### src/rtl/ps2_pkg.sv
// ps2_pkg: shared PS/2 definitions for the host transmitter and receive path.
//   - ps2_tx_state_t : host-to-device transmit FSM states
//   - PS2_CMD_*      : common mouse command bytes
//   - PS2_ACK_BYTE   : byte the device answers with after a command
//   - us_to_cycles   : microseconds to system-clock cycles
package ps2_pkg;

    typedef enum logic [3:0] {
        IDLE,
        INHIBIT,
        REQ,
        SHIFT,
        STOP,
        ACK,
        WAIT_REL,
        DONE,
        ERR
    } ps2_tx_state_t;

    localparam logic [7:0] PS2_CMD_RESET        = 8'hFF;
    localparam logic [7:0] PS2_CMD_ENABLE       = 8'hF4;
    localparam logic [7:0] PS2_CMD_SET_DEFAULTS = 8'hF6;
    localparam logic [7:0] PS2_ACK_BYTE         = 8'hFA;

    function automatic int unsigned us_to_cycles(input int unsigned freq_hz,
                                                 input int unsigned us);
        return (freq_hz / 1_000_000) * us;
    endfunction

endpackage

### src/rtl/ps2_sync_edge.sv
// ps2_sync_edge: 2-FF synchronizer for an asynchronous PS/2 line plus a
// one-cycle pulse on the synchronized 1->0 transition.
// Ports:
//   clk      in   system clock
//   rst      in   asynchronous active-high reset
//   i_async  in   raw line from the pad
//   o_sync   out  synchronized line level
//   o_fall   out  1-cycle pulse when o_sync goes 1->0
module ps2_sync_edge #(
    // PS/2 lines idle high; resetting to 1 avoids a bogus fall after reset.
    parameter logic RST_VAL = 1'b1
) (
    input  logic clk,
    input  logic rst,
    input  logic i_async,
    output logic o_sync,
    output logic o_fall
);

    logic r_meta;
    logic r_sync;
    logic r_prev;

    always_ff @(posedge clk or posedge rst) begin
        if (rst) begin
            r_meta <= RST_VAL;
            r_sync <= RST_VAL;
            r_prev <= RST_VAL;
        end else begin
            r_meta <= i_async;
            r_sync <= r_meta;
            r_prev <= r_sync;
        end
    end

    assign o_sync = r_sync;
    assign o_fall = r_prev & ~r_sync;

endmodule

### src/rtl/ps2_host_tx.sv
// ps2_host_tx: host-to-device PS/2 transmitter. Sends one command byte
// (start, 8 data LSB first, odd parity, stop) and checks the device ACK.
// Only drives open-drain pull-down enables; lines are released otherwise.
// Ports:
//   clk, rst                 system clock, async active-high reset
//   tx_data/tx_valid/tx_ready byte request, accepted when valid && ready
//   ps2_clk_i/ps2_data_i     raw PS/2 line levels (asynchronous)
//   ps2_clk_oe/ps2_data_oe   1 = pull the line low
//   done / error             1-cycle completion / failure pulses
//   busy                     high whenever not IDLE
// Build option: define PS2_TX_TIMEOUT_EN to add a whole-transfer watchdog
// (TIMEOUT_US) that forces ERR and releases both lines on expiry.
module ps2_host_tx
    import ps2_pkg::*;
#(
    parameter int unsigned CLK_FREQ_HZ = 100_000_000,
    parameter int unsigned INHIBIT_US  = 100,
    parameter int unsigned TIMEOUT_US  = 15_000
) (
    input  logic       clk,
    input  logic       rst,
    input  logic [7:0] tx_data,
    input  logic       tx_valid,
    output logic       tx_ready,
    input  logic       ps2_clk_i,
    input  logic       ps2_data_i,
    output logic       ps2_clk_oe,
    output logic       ps2_data_oe,
    output logic       done,
    output logic       error,
    output logic       busy
);

    localparam int unsigned INHIBIT_CYCLES = us_to_cycles(CLK_FREQ_HZ, INHIBIT_US);
    localparam int          ICW            = $clog2(INHIBIT_CYCLES + 1);
    localparam logic [ICW-1:0] INH_LAST    = ICW'(INHIBIT_CYCLES - 1);

    ps2_tx_state_t  r_state, w_nxt;
    logic [8:0]     r_shreg;
    logic [3:0]     r_bitcnt;
    logic [ICW-1:0] r_inh_cnt;
    logic           r_clk_oe, r_data_oe;
    logic           w_clk_oe_nxt, w_data_oe_nxt;
    logic           w_accept, w_shift;
    logic           w_clk_sync, w_clk_fall;
    logic           w_data_sync, w_data_fall_unused;
    logic           w_wd_expired;

    ps2_sync_edge u_clk_sync (
        .clk     (clk),
        .rst     (rst),
        .i_async (ps2_clk_i),
        .o_sync  (w_clk_sync),
        .o_fall  (w_clk_fall)
    );

    ps2_sync_edge u_data_sync (
        .clk     (clk),
        .rst     (rst),
        .i_async (ps2_data_i),
        .o_sync  (w_data_sync),
        .o_fall  (w_data_fall_unused)
    );

`ifdef PS2_TX_TIMEOUT_EN
    localparam int unsigned TIMEOUT_CYCLES = us_to_cycles(CLK_FREQ_HZ, TIMEOUT_US);
    localparam int          WCW            = $clog2(TIMEOUT_CYCLES + 1);
    localparam logic [WCW-1:0] WD_LAST     = WCW'(TIMEOUT_CYCLES - 1);

    logic [WCW-1:0] r_wd;

    // Counts from the first INHIBIT cycle; held at the limit until IDLE.
    always_ff @(posedge clk or posedge rst) begin
        if (rst)                 r_wd <= '0;
        else if (r_state == IDLE) r_wd <= '0;
        else if (!w_wd_expired)  r_wd <= r_wd + 1'b1;
    end

    assign w_wd_expired = (r_wd == WD_LAST);
`else
    // Watchdog compiled out: TIMEOUT_US is kept only for a uniform interface.
    localparam int unsigned timeout_cfg_unused = TIMEOUT_US;
    assign w_wd_expired = 1'b0;
`endif

    // State register plus registered line enables (glitch-free pad drive).
    always_ff @(posedge clk or posedge rst) begin
        if (rst) begin
            r_state   <= IDLE;
            r_clk_oe  <= 1'b0;
            r_data_oe <= 1'b0;
        end else begin
            r_state   <= w_nxt;
            r_clk_oe  <= w_clk_oe_nxt;
            r_data_oe <= w_data_oe_nxt;
        end
    end

    // Next state; the *_oe_nxt values are what the lines do in w_nxt.
    always_comb begin
        w_nxt         = r_state;
        w_clk_oe_nxt  = 1'b0;
        w_data_oe_nxt = r_data_oe;
        w_accept      = 1'b0;
        w_shift       = 1'b0;
        case (r_state)
            IDLE: begin
                w_data_oe_nxt = 1'b0;
                if (tx_valid) begin
                    w_accept     = 1'b1;
                    w_nxt        = INHIBIT;
                    w_clk_oe_nxt = 1'b1;
                end
            end
            INHIBIT: begin
                w_clk_oe_nxt = 1'b1;
                if (r_inh_cnt == INH_LAST) begin
                    w_nxt         = REQ;
                    w_data_oe_nxt = 1'b1;  // start bit
                end
            end
            REQ: w_nxt = SHIFT;            // releases clock, keeps start bit
            SHIFT: begin
                if (w_clk_fall) begin
                    w_shift       = 1'b1;
                    w_data_oe_nxt = ~r_shreg[0];
                    if (r_bitcnt == 4'd8) w_nxt = STOP;  // parity just presented
                end
            end
            STOP: begin
                if (w_clk_fall) begin
                    w_data_oe_nxt = 1'b0;  // stop bit = released line
                    w_nxt         = ACK;
                end
            end
            ACK: begin
                if (w_clk_fall) w_nxt = w_data_sync ? ERR : WAIT_REL;
            end
            WAIT_REL: begin
                if (w_clk_sync && w_data_sync) w_nxt = DONE;
            end
            DONE, ERR: begin
                w_data_oe_nxt = 1'b0;
                w_nxt         = IDLE;
            end
            default: begin
                w_data_oe_nxt = 1'b0;
                w_nxt         = IDLE;
            end
        endcase
        if (w_wd_expired && r_state != IDLE && r_state != DONE && r_state != ERR) begin
            w_nxt         = ERR;
            w_clk_oe_nxt  = 1'b0;
            w_data_oe_nxt = 1'b0;
        end
    end

    // Frame datapath: {parity, data} shifted out LSB first.
    always_ff @(posedge clk or posedge rst) begin
        if (rst) begin
            r_shreg  <= '0;
            r_bitcnt <= '0;
        end else if (w_accept) begin
            r_shreg  <= {~^tx_data, tx_data};
            r_bitcnt <= '0;
        end else if (w_shift) begin
            r_shreg  <= {1'b0, r_shreg[8:1]};
            r_bitcnt <= r_bitcnt + 1'b1;
        end
    end

    always_ff @(posedge clk or posedge rst) begin
        if (rst)                     r_inh_cnt <= '0;
        else if (r_state == INHIBIT) r_inh_cnt <= r_inh_cnt + 1'b1;
        else                         r_inh_cnt <= '0;
    end

    assign ps2_clk_oe  = r_clk_oe;
    assign ps2_data_oe = r_data_oe;
    assign tx_ready    = (r_state == IDLE);
    assign busy        = (r_state != IDLE);
    assign done        = (r_state == DONE);
    assign error       = (r_state == ERR);

endmodule

### config.mk
export PLATFORM = sky130hd
export DESIGN_NAME = ps2_host_tx
export DESIGN_NICKNAME = d
export VERILOG_FILES = /design/src/rtl/ps2_pkg.sv /design/src/rtl/ps2_sync_edge.sv /design/src/rtl/ps2_host_tx.sv
export SDC_FILE = /design/constraint.sdc
export NUM_CORES = 1
export LEC_CHECK = 0
export CAP_MARGIN = 20
export CORE_MARGIN = 2
export CORE_UTILIZATION = 35
export CTS_CLUSTER_DIAMETER = 150
export DETAILED_ROUTE_END_ITERATION = 6
export GPL_ROUTABILITY_DRIVEN = 0
export PLACE_DENSITY = 0.63
export SLEW_MARGIN = 10
export SYNTH_ARGS = -nofsm -noshare
export SYNTH_HDL_FRONTEND = slang
export SYNTH_HIERARCHICAL = 1
export SYNTH_SLANG_ARGS = --single-unit
### constraint.sdc
create_clock -name clk -period 4.3 [get_ports clk]
set_clock_uncertainty 0.2 [all_clocks]
set_input_delay 0.43 -clock clk [delete_from_list [all_inputs] [get_ports clk]]
set_output_delay 0.43 -clock clk [all_outputs]
set_load 0.05 [all_outputs]
# Word-level counts from Yosys, hierarchy flattened
# Index checks and enable logic that the tools add are counted.
# word_totals
elab_cells	65
regBits	38
# op_classes
reduce_logical	8
n_bitwise	4
muxes	23
n_eq_ne	17
add_sub_neg	2
# ops
cell	count
2-to-1 mux 4 bit	10
case mux 4 bit (7 select lines)	1
2-to-1 mux 9 bit	2
equality test 4 x 3 -> 1 bit (second input constant)	4
adder 14 x 1 -> 14 bit (second input constant)	1
equality test 14 bit (second input constant)	1
2-to-1 mux 14 bit	1
equality test 4 x 2 -> 1 bit (second input constant)	2
equality test 4 bit (second input constant)	2
!= test 2 bit (second input constant)	4
XNOR reduction 8 bit	1
2-to-1 mux 1 bit	7
AND reduction 7 bit	1
!= test 2 x 1 -> 1 bit (second input constant)	3
adder 4 x 1 -> 4 bit (second input constant)	1
equality test 4 x 1 -> 1 bit (second input constant)	1
logical NOT 4 bit	1
case mux 1 bit (4 select lines)	1
AND reduction 4 bit	1
nonzero test 4 bit	1
NOT 1 bit	3
OR reduction 3 bit	1
case mux 1 bit (2 select lines)	1
nonzero test 2 bit	1
other kinds (2)	2

# Longest topological paths before layout
# Gate-level depths: netlist of the first run.
# logic_depth
word_depth	6
depth_mapped	6
ltp_nobuf	5

# Hierarchy
# The synthesis of the first run kept the hierarchy.
# modules_own_cells
module	area_each_um2	instances	cells_each
ps2_host_tx	1828.0	1	191
ps2_sync_edge	96.3	2	5

# Worst setup path after synthesis of the first run
# OpenSTA, ideal clock, no wires.
# synth_path
path_kind	flip-flop to flip-flop
startpoint	reg r_state[3]
endpoint	reg r_state[0]
stages_incl_launch_ff	6
synth_period_minus_slack_ps	3981
setup_slack_ps	319
t_arrival_ps	3655
setup_time_ps	126
path_cell_list	dfrtp_1 > clkbuf_1 > nor4_1 > inv_1 > o2111a_1 > a221o_1
# synth_via
elab_chain_cells	3
word_cells_on_any_way	16
classes_between	eq/ne: 13; mux: 1; reduce/logical: 2
# synth_lines
element	line	rtl
from (decl)	ps2_host_tx.sv:38	ps2_tx_state_t r_state, w_nxt;
from (signal assigned)	ps2_host_tx.sv:93	r_state <= w_nxt;
logical NOT 4 bit *	-	
named net tx_ready	ps2_host_tx.sv:24	output logic tx_ready,
!= test 2 bit (no source line)	-	
AND reduction 7 bit (no source line)	-	
# Mark *: on every way through the listed nets, which the timed path passes. The rest lies on a longest branch.
# A chain may end at the register's enable or synchronous reset.

# Worst setup path after layout of the first run
# layout_path
startpoint	reg r_state[1]
endpoint	out tx_ready
# layout_via
elab_chain_cells	1
# layout_lines
element	line	rtl
logical NOT 4 bit	ps2_host_tx.sv:180	assign tx_ready = (r_state == IDLE);
to (decl)	ps2_host_tx.sv:24	
# No other way between the ends.

==> results of run 1 <==
-- layer usage --
layer | GRT usage | share of wire | vias to the layer above
li1 | - | - | 719
met3 | 0.03523 | 0.036 | 9
met5 | 0 | 0 | -
met1 | 0.1582 | 0.48 | 664
met4 | 0.05862 | 0.033 | 0
met2 | 0.1958 | 0.45 | 25
-- how the worst max path moves through the flow --
stage / start / end / slack (ns)
5_1_grt: r_state[1]$_DFFE_PP0P_ / tx_ready / 1.29
6_report: r_state[1]$_DFFE_PP0P_ / tx_ready / 1.48
3_3_place_gp: r_state[1]$_DFFE_PP0P_ / tx_ready / 1.81
3_5_place_dp: r_state[1]$_DFFE_PP0P_ / tx_ready / 1.77
2_1_floorplan: r_state[3]$_DFFE_PP0P_ / r_state[0]$_DFFE_PP0P_ / 0.32
4_1_cts: r_state[1]$_DFFE_PP0P_ / tx_ready / 1.46
-- flip-flops by register name (all words and copies together) (netlist names) --
| register | cells |
|---|---|
| u_data_sync/r_meta | 1 |
| r_inh_cnt | 14 |
| u_data_sync/o_sync | 1 |
| r_shreg | 9 |
| r_state | 4 |
| u_clk_sync/o_sync | 1 |
| ps2_data_oe | 1 |
| u_clk_sync/r_meta | 1 |
| ps2_clk_oe | 1 |
| r_bitcnt | 4 |
| u_clk_sync/r_prev | 1 |
-- power by group through the flow --
stage                     Combinational (mW)  Sequential, mW  Clock, mW
after floorplan                        0.284           0.511          0
after global placement                 0.351           0.503          0
after detailed placement               0.356           0.505          0
after CTS                              0.358           0.499      0.260
after global routing                   0.398           0.511      0.278
final                                  0.351           0.498      0.250
-- cells in the final DEF, fill, tap and decap left out, types with 2 or more instances in the layout --
cell type	count
ha_1	3
nand2b_1	2
inv_1	11
and2_1	2
nand4_1	4
mux2i_1	8
xor2_1	4
or3_1	3
o21ai_0	12
nor4_1	4
dfrtp_1	33
dfstp_2	5
clkbuf_1	2
nor3_1	6
clkdlybuf4s50_1	18
clkbuf_8	6
nor2b_1	2
nor2_1	20
nand3_1	9
a21oi_1	6
nand2_1	19
xnor2_1	16
and3_1	2
-- worst register-to-register path: cells and delay by family, from the launching register on --
kind,cells,cell delay [ns]
AOI/OAI and AO/OA,3,0.88
DFF,1,0.43
and+or+nand+nor,1,0.56
-- area by class of cell --
cell class,instances,area (um2)
Timing Repair Buffer,19,187.7
Sequential cell,38,957.2
Tap cell,72,90.09
Multi-Input combinational cell,140,893.4
Clock buffer,8,90.09
Inverter,11,41.29
Fill cell,566,3213
==> results.md, run 1 <==
* Post_cts resized at 0
* Reg2reg end: r_state[0]$_DFFE_PP0P_
* Source of the worst hold timing path: u_data_sync/r_meta$_DFF_PP1_
* IO Count at 19
* Worst setup margin at 1.480 ns
* First-pass GRT wire length at 6092 um
* Period utilization at 0.6558
* Num rows at 27
* Antenna violations before repair at 0
* Part of the power in registers at 0.453
* Post-Syn Area at 1981 um2
* Clock Power Share at 0.228
* Post-CTS Hold Fix Bufs at 0
* Worst hold path stage count at 0
* WP data arrival at 2.19 ns
* DR iter-0 viols at 71
* Net Sw Power at 0.3805 mW
* TritonRoute pass-1 iters at 4
* Status: completed
* Layout cells sized above 1 at 0.07407
* Largest net degree at the start of global routing at 34
* Port Buffers at 18
* CP endpoint kind: output port
* Starting Density at 0.3619
* Slew headroom at 0.5555
* Avg Vias per Cell at 4.920
* Total power at ~1.1 mW
* Clock tree buffer depth at 2
* Worst-Skew Late Latency at 0.29 ns
* Final wirelength at 3423 um
* Worst VDD drop at 0.2063 mV
* RSZ-0062 raised after global routing: false
* Yosys warns at 6
* Max-cap violations at 0
* WP depth at 2
* Detailed-route DRC error count at 0
* Avg Synthesized Cell Area at 9.953 um2
* CTS clock-pin slew for the worst setup and hold paths at 0.06 ns
* R2R Setup Slk at 2.11 ns
* FMAX at 354.6 MHz
* Vias at 1,417
* Clock sinks at 38
* Crit-path max FO at 13
* CP Cell Sequence: nor4_1, clkdlybuf4s50_1
* Synth Instances at 199
* Overflow after GRT at 0
* Final non-filler cell total at around 290
* R2r worst-path depth at 4
* Wire per inst at between 10 and 15 um
* RR Startpoint: r_inh_cnt[6]$_DFF_PP0_
* Clk root buf: clkbuf_8
* Die X at ~79 um
* Switching share of total power at 0.3460
* Placed cell count at 280
* Ant. Diodes at 0
* Hold endpoint: u_data_sync/o_sync$_DFF_PP1_
* CP top delay family: buffers and inverters
* Post-layout util at 0.4129
* Final hold vios at 0
* Final Setup Violations at 0
* Min Tclk post-route at 2.820 ns
* Slew Viols, Final at 0
* Syn nets at 215
* Total GRT Usage at 0.1245
* CTS tree: yes
* Post-DRT Antenna Nets at 0
* Tightest Hold Check Type: flip-flop to flip-flop
* Hold WS at 0.1552 ns
* WP buf/inv at 1
* Slowest stage delay, CP at 0.90 ns
* Critical Path Slowest Stage Cell: clkdlybuf4s50_1
* Post-detail-place hpwl at ~2500 um
* H-Tree Depth at 2
* Synth-to-layout area growth at 14.09%
* Die Y at 79.23 um
* Pwr/cell area at between 400 and 500 nW/um2
* Share of total power in combinational logic at 0.319
* Worst setup SP type: flip-flop
* CP Class: flip-flop to output port
* LEAKAGE at 0.9297 nW
* Post-CTS Setup Repair Bufs at 0
* Slew @ Worst Pin at 0.6574 ns
* Vias in the first global route at ~1,300
* Setup TNS at 0 ns
* Area of placed instances at 2170 um2
* Int Power at 0.7191 mW
* CP required at 3.67 ns
* Fin area at 2260 um2
* Pre-CTS setup slack at 1.774 ns
* TritonCTS Buffers at 5
* Fin nets at 231
* DIE AREA at 6277 um2
* Core ar. at 5473 um2
(Power assumes the default switching activity.)
==> inputs of run 2 (changes only) <==
==> constraint.sdc (replaced) <==
create_clock -name clk -period 2.7 [get_ports clk]
set_clock_uncertainty 0.2 [all_clocks]
set_input_delay 0.27 -clock clk [delete_from_list [all_inputs] [get_ports clk]]
set_output_delay 0.27 -clock clk [all_outputs]
set_load 0.05 [all_outputs]
==> run 2 against run 1 <==
Compared with the run above: sequential share of layout area decreased by 0.37 points; wire length rose by 5.0%; final area grew 0.89%; sequential power is 61% higher; via count decreased by 1.4%; critical path type unchanged; critical path depth grew 1; final cell count stayed put; hold slack worse by 0.0014 ns; largest power group unchanged; total power is 61% higher; non-clock buffer count unchanged; flip-flop and latch count unchanged; die area did not move.
==> results.md, run 2 (synthesis results as in run 1) <==
* Status: completed (unchanged)
* Post-CTS Setup Repair Bufs at 0 (unchanged)
* Worst setup margin at 0.1471 ns (was 1.480 ns)
* Most frequent cells in the layout: 33 x dfrtp_1, 20 x nor2_1, 19 x nand2_1 (unchanged)
* CTS clock-pin slew for the worst setup and hold paths at 0.08 ns (was 0.06 ns)
* Crit-path max FO at 9 (was 13)
* Final non-filler cell total at 288 (unchanged)
* Die Y at 79.23 um (unchanged)
* Num rows at 27 (unchanged)
* Most common cell after layout, fill and taps aside: dfrtp_1 (unchanged)
* Vias in the first global route at 1,378 (was 1,342)
* Starting Density at 0.3619 (unchanged)
* Number of flip-flops in the largest register at 14 (unchanged)
* Min Tclk post-route at 2.553 ns
* First-pass GRT wire length at 6486 um (was 6092 um)
* Final wirelength at 3593 um (was 3423 um)
* FMAX at 391.7 MHz
* Slew @ Worst Pin at 0.6381 ns (was 0.6574 ns)
* TritonCTS Buffers at 5 (unchanged)
* Synth-to-layout area growth at 15.10% (was 14.09%)
* Worst VDD drop at 0.4248 mV (was 0.2063 mV)
* Post-detail-place hpwl at 2526 um (was 2451 um)
* Fin nets at 231 (unchanged)
* Pre-CTS setup slack at 0.4637 ns (was 1.774 ns)
* Wire per inst at 12.48 um (was 11.89 um)
* Biggest regs: r_inh_cnt x14, r_shreg x9 (unchanged)
* Fin area at 2280 um2 (was 2260 um2)
* CTS tree: yes (unchanged)
* LEAKAGE at 0.9322 nW (was 0.9297 nW)
* Tightest Hold Check Type: primary input to async pin (was flip-flop to flip-flop)
* Antenna violations before repair at 0 (unchanged)
* Reg with most FFs: r_inh_cnt (unchanged)
* Post_cts resized at 0 (unchanged)
* Total GRT Usage at 0.1329 (was 0.1245)
* Avg Vias per Cell at 4.851 (was 4.920)
* R2R Setup Slk at 0.51 ns (was 2.11 ns)
* Worst-Skew Late Latency at 0.29 ns (about the same)
* DIE AREA at 6277 um2 (unchanged)
* Ant. Diodes at 0 (unchanged)
* TritonRoute pass-1 iters at 4 (unchanged)
* CP required at 2.23 ns (was 3.67 ns)
* Period utilization at 0.9455
* Slew Viols, Final at 0 (unchanged)
* Total power at 1.772 mW (was 1.100 mW)
* Largest net degree at the start of global routing at 34 (unchanged)
* Port Buffers at 18 (unchanged)
* Placed cell count at 280 (unchanged)
* Slew headroom at 0.5686 (was 0.5555)
* Final Setup Violations at 0 (unchanged)
* Clk root buf: clkbuf_8 (unchanged)
* Post-DRT Antenna Nets at 0 (unchanged)
* Area of placed instances at 2185 um2 (was 2170 um2)
* Final hold vios at 0 (unchanged)
* Setup TNS at 0 ns (unchanged)
* Max-cap violations at 0 (unchanged)
* CP endpoint kind: output port (unchanged)
* DR iter-0 viols at 22 (was 71)
* RSZ-0062 raised after global routing: false (unchanged)
* Layout cells sized above 1 at 0.08796 (was 0.07407)
* CP Class: flip-flop to output port (unchanged)
* H-Tree Depth at 2 (unchanged)
* Pwr/cell area at 777.3 nW/um2 (was 486.6 nW/um2)
* Clock sinks at 38 (unchanged)
* Overflow after GRT at 0 (unchanged)
* Clock tree buffer depth at 2 (unchanged)
* IO Count at 19 (unchanged)
* Die X at 79.23 um (unchanged)
* Detailed-route DRC error count at 0 (unchanged)
* Post-layout util at 0.4166 (was 0.4129)
* Hold WS at 0.1539 ns (was 0.1552 ns)
* WP data arrival at 2.08 ns (was 2.19 ns)
* Core ar. at 5473 um2 (unchanged)
* Post-CTS Hold Fix Bufs at 0 (unchanged)
* Vias at 1,397 (was 1,417)
* Worst setup SP type: flip-flop (unchanged)
-- run 2: cell types whose count changed in the layout (fill, tap and decap cells not counted) --
cell,delta
nor4_4,+1
clkinv_2,+1
nor4_1,-1
clkinvlp_4,+1
clkbuf_1,-2
-- run 2: worst max-delay path, cell delays in order (launching register included) --
cell	delay [ns]
dfrtp_1	0.53
inv_1	0.17
nor4_1	0.25
clkdlybuf4s50_1	0.85
-- run 2: cell type report --
class                           instances  area (um2)
Fill cell                             570        3193
Sequential cell                        38       957.2
Multi-Input combinational cell        140       908.4
Timing Repair Buffer                   19       187.7
Tap cell                               72       90.09
Clock buffer                            6       82.58
Inverter                               11       41.29
Clock inverter                          2       12.51
-- run 2: routing by layer --
layer | GRT usage | vias to the layer above | wire length (um)
met1 | 0.1839 | 655 | 1801
met3 | 0.03409 | 4 | 111
met4 | 0.04655 | 0 | 44
li1 | - | 716 | -
met5 | 0 | - | 0
met2 | 0.2017 | 22 | 1636
-- run 2: power breakdown --
part	switching (mW)	total, mW	internal (mW)	leakage, nW
Clock	0.207	0.412	0.205	0.0472
Sequential	0.107	0.800	0.693	0.486
Combinational	0.314	0.559	0.245	0.399
Total	0.629	1.77	1.14	0.932
-- run 2: worst paths after layout --
kind	startpoint	end	depth (start not counted)
setup reg to reg	r_inh_cnt[6]$_DFF_PP0_	r_state[0]$_DFFE_PP0P_	4
hold reg to reg	u_data_sync/r_meta$_DFF_PP1_	u_data_sync/o_sync$_DFF_PP1_	0
max in group asynchronous	rst	r_inh_cnt[6]$_DFF_PP0_	3
hold / removal	rst	u_data_sync/r_meta$_DFF_PP1_	2
setup / recovery	r_state[3]$_DFFE_PP0P_	error	3
min in group clk	u_data_sync/r_meta$_DFF_PP1_	u_data_sync/o_sync$_DFF_PP1_	0
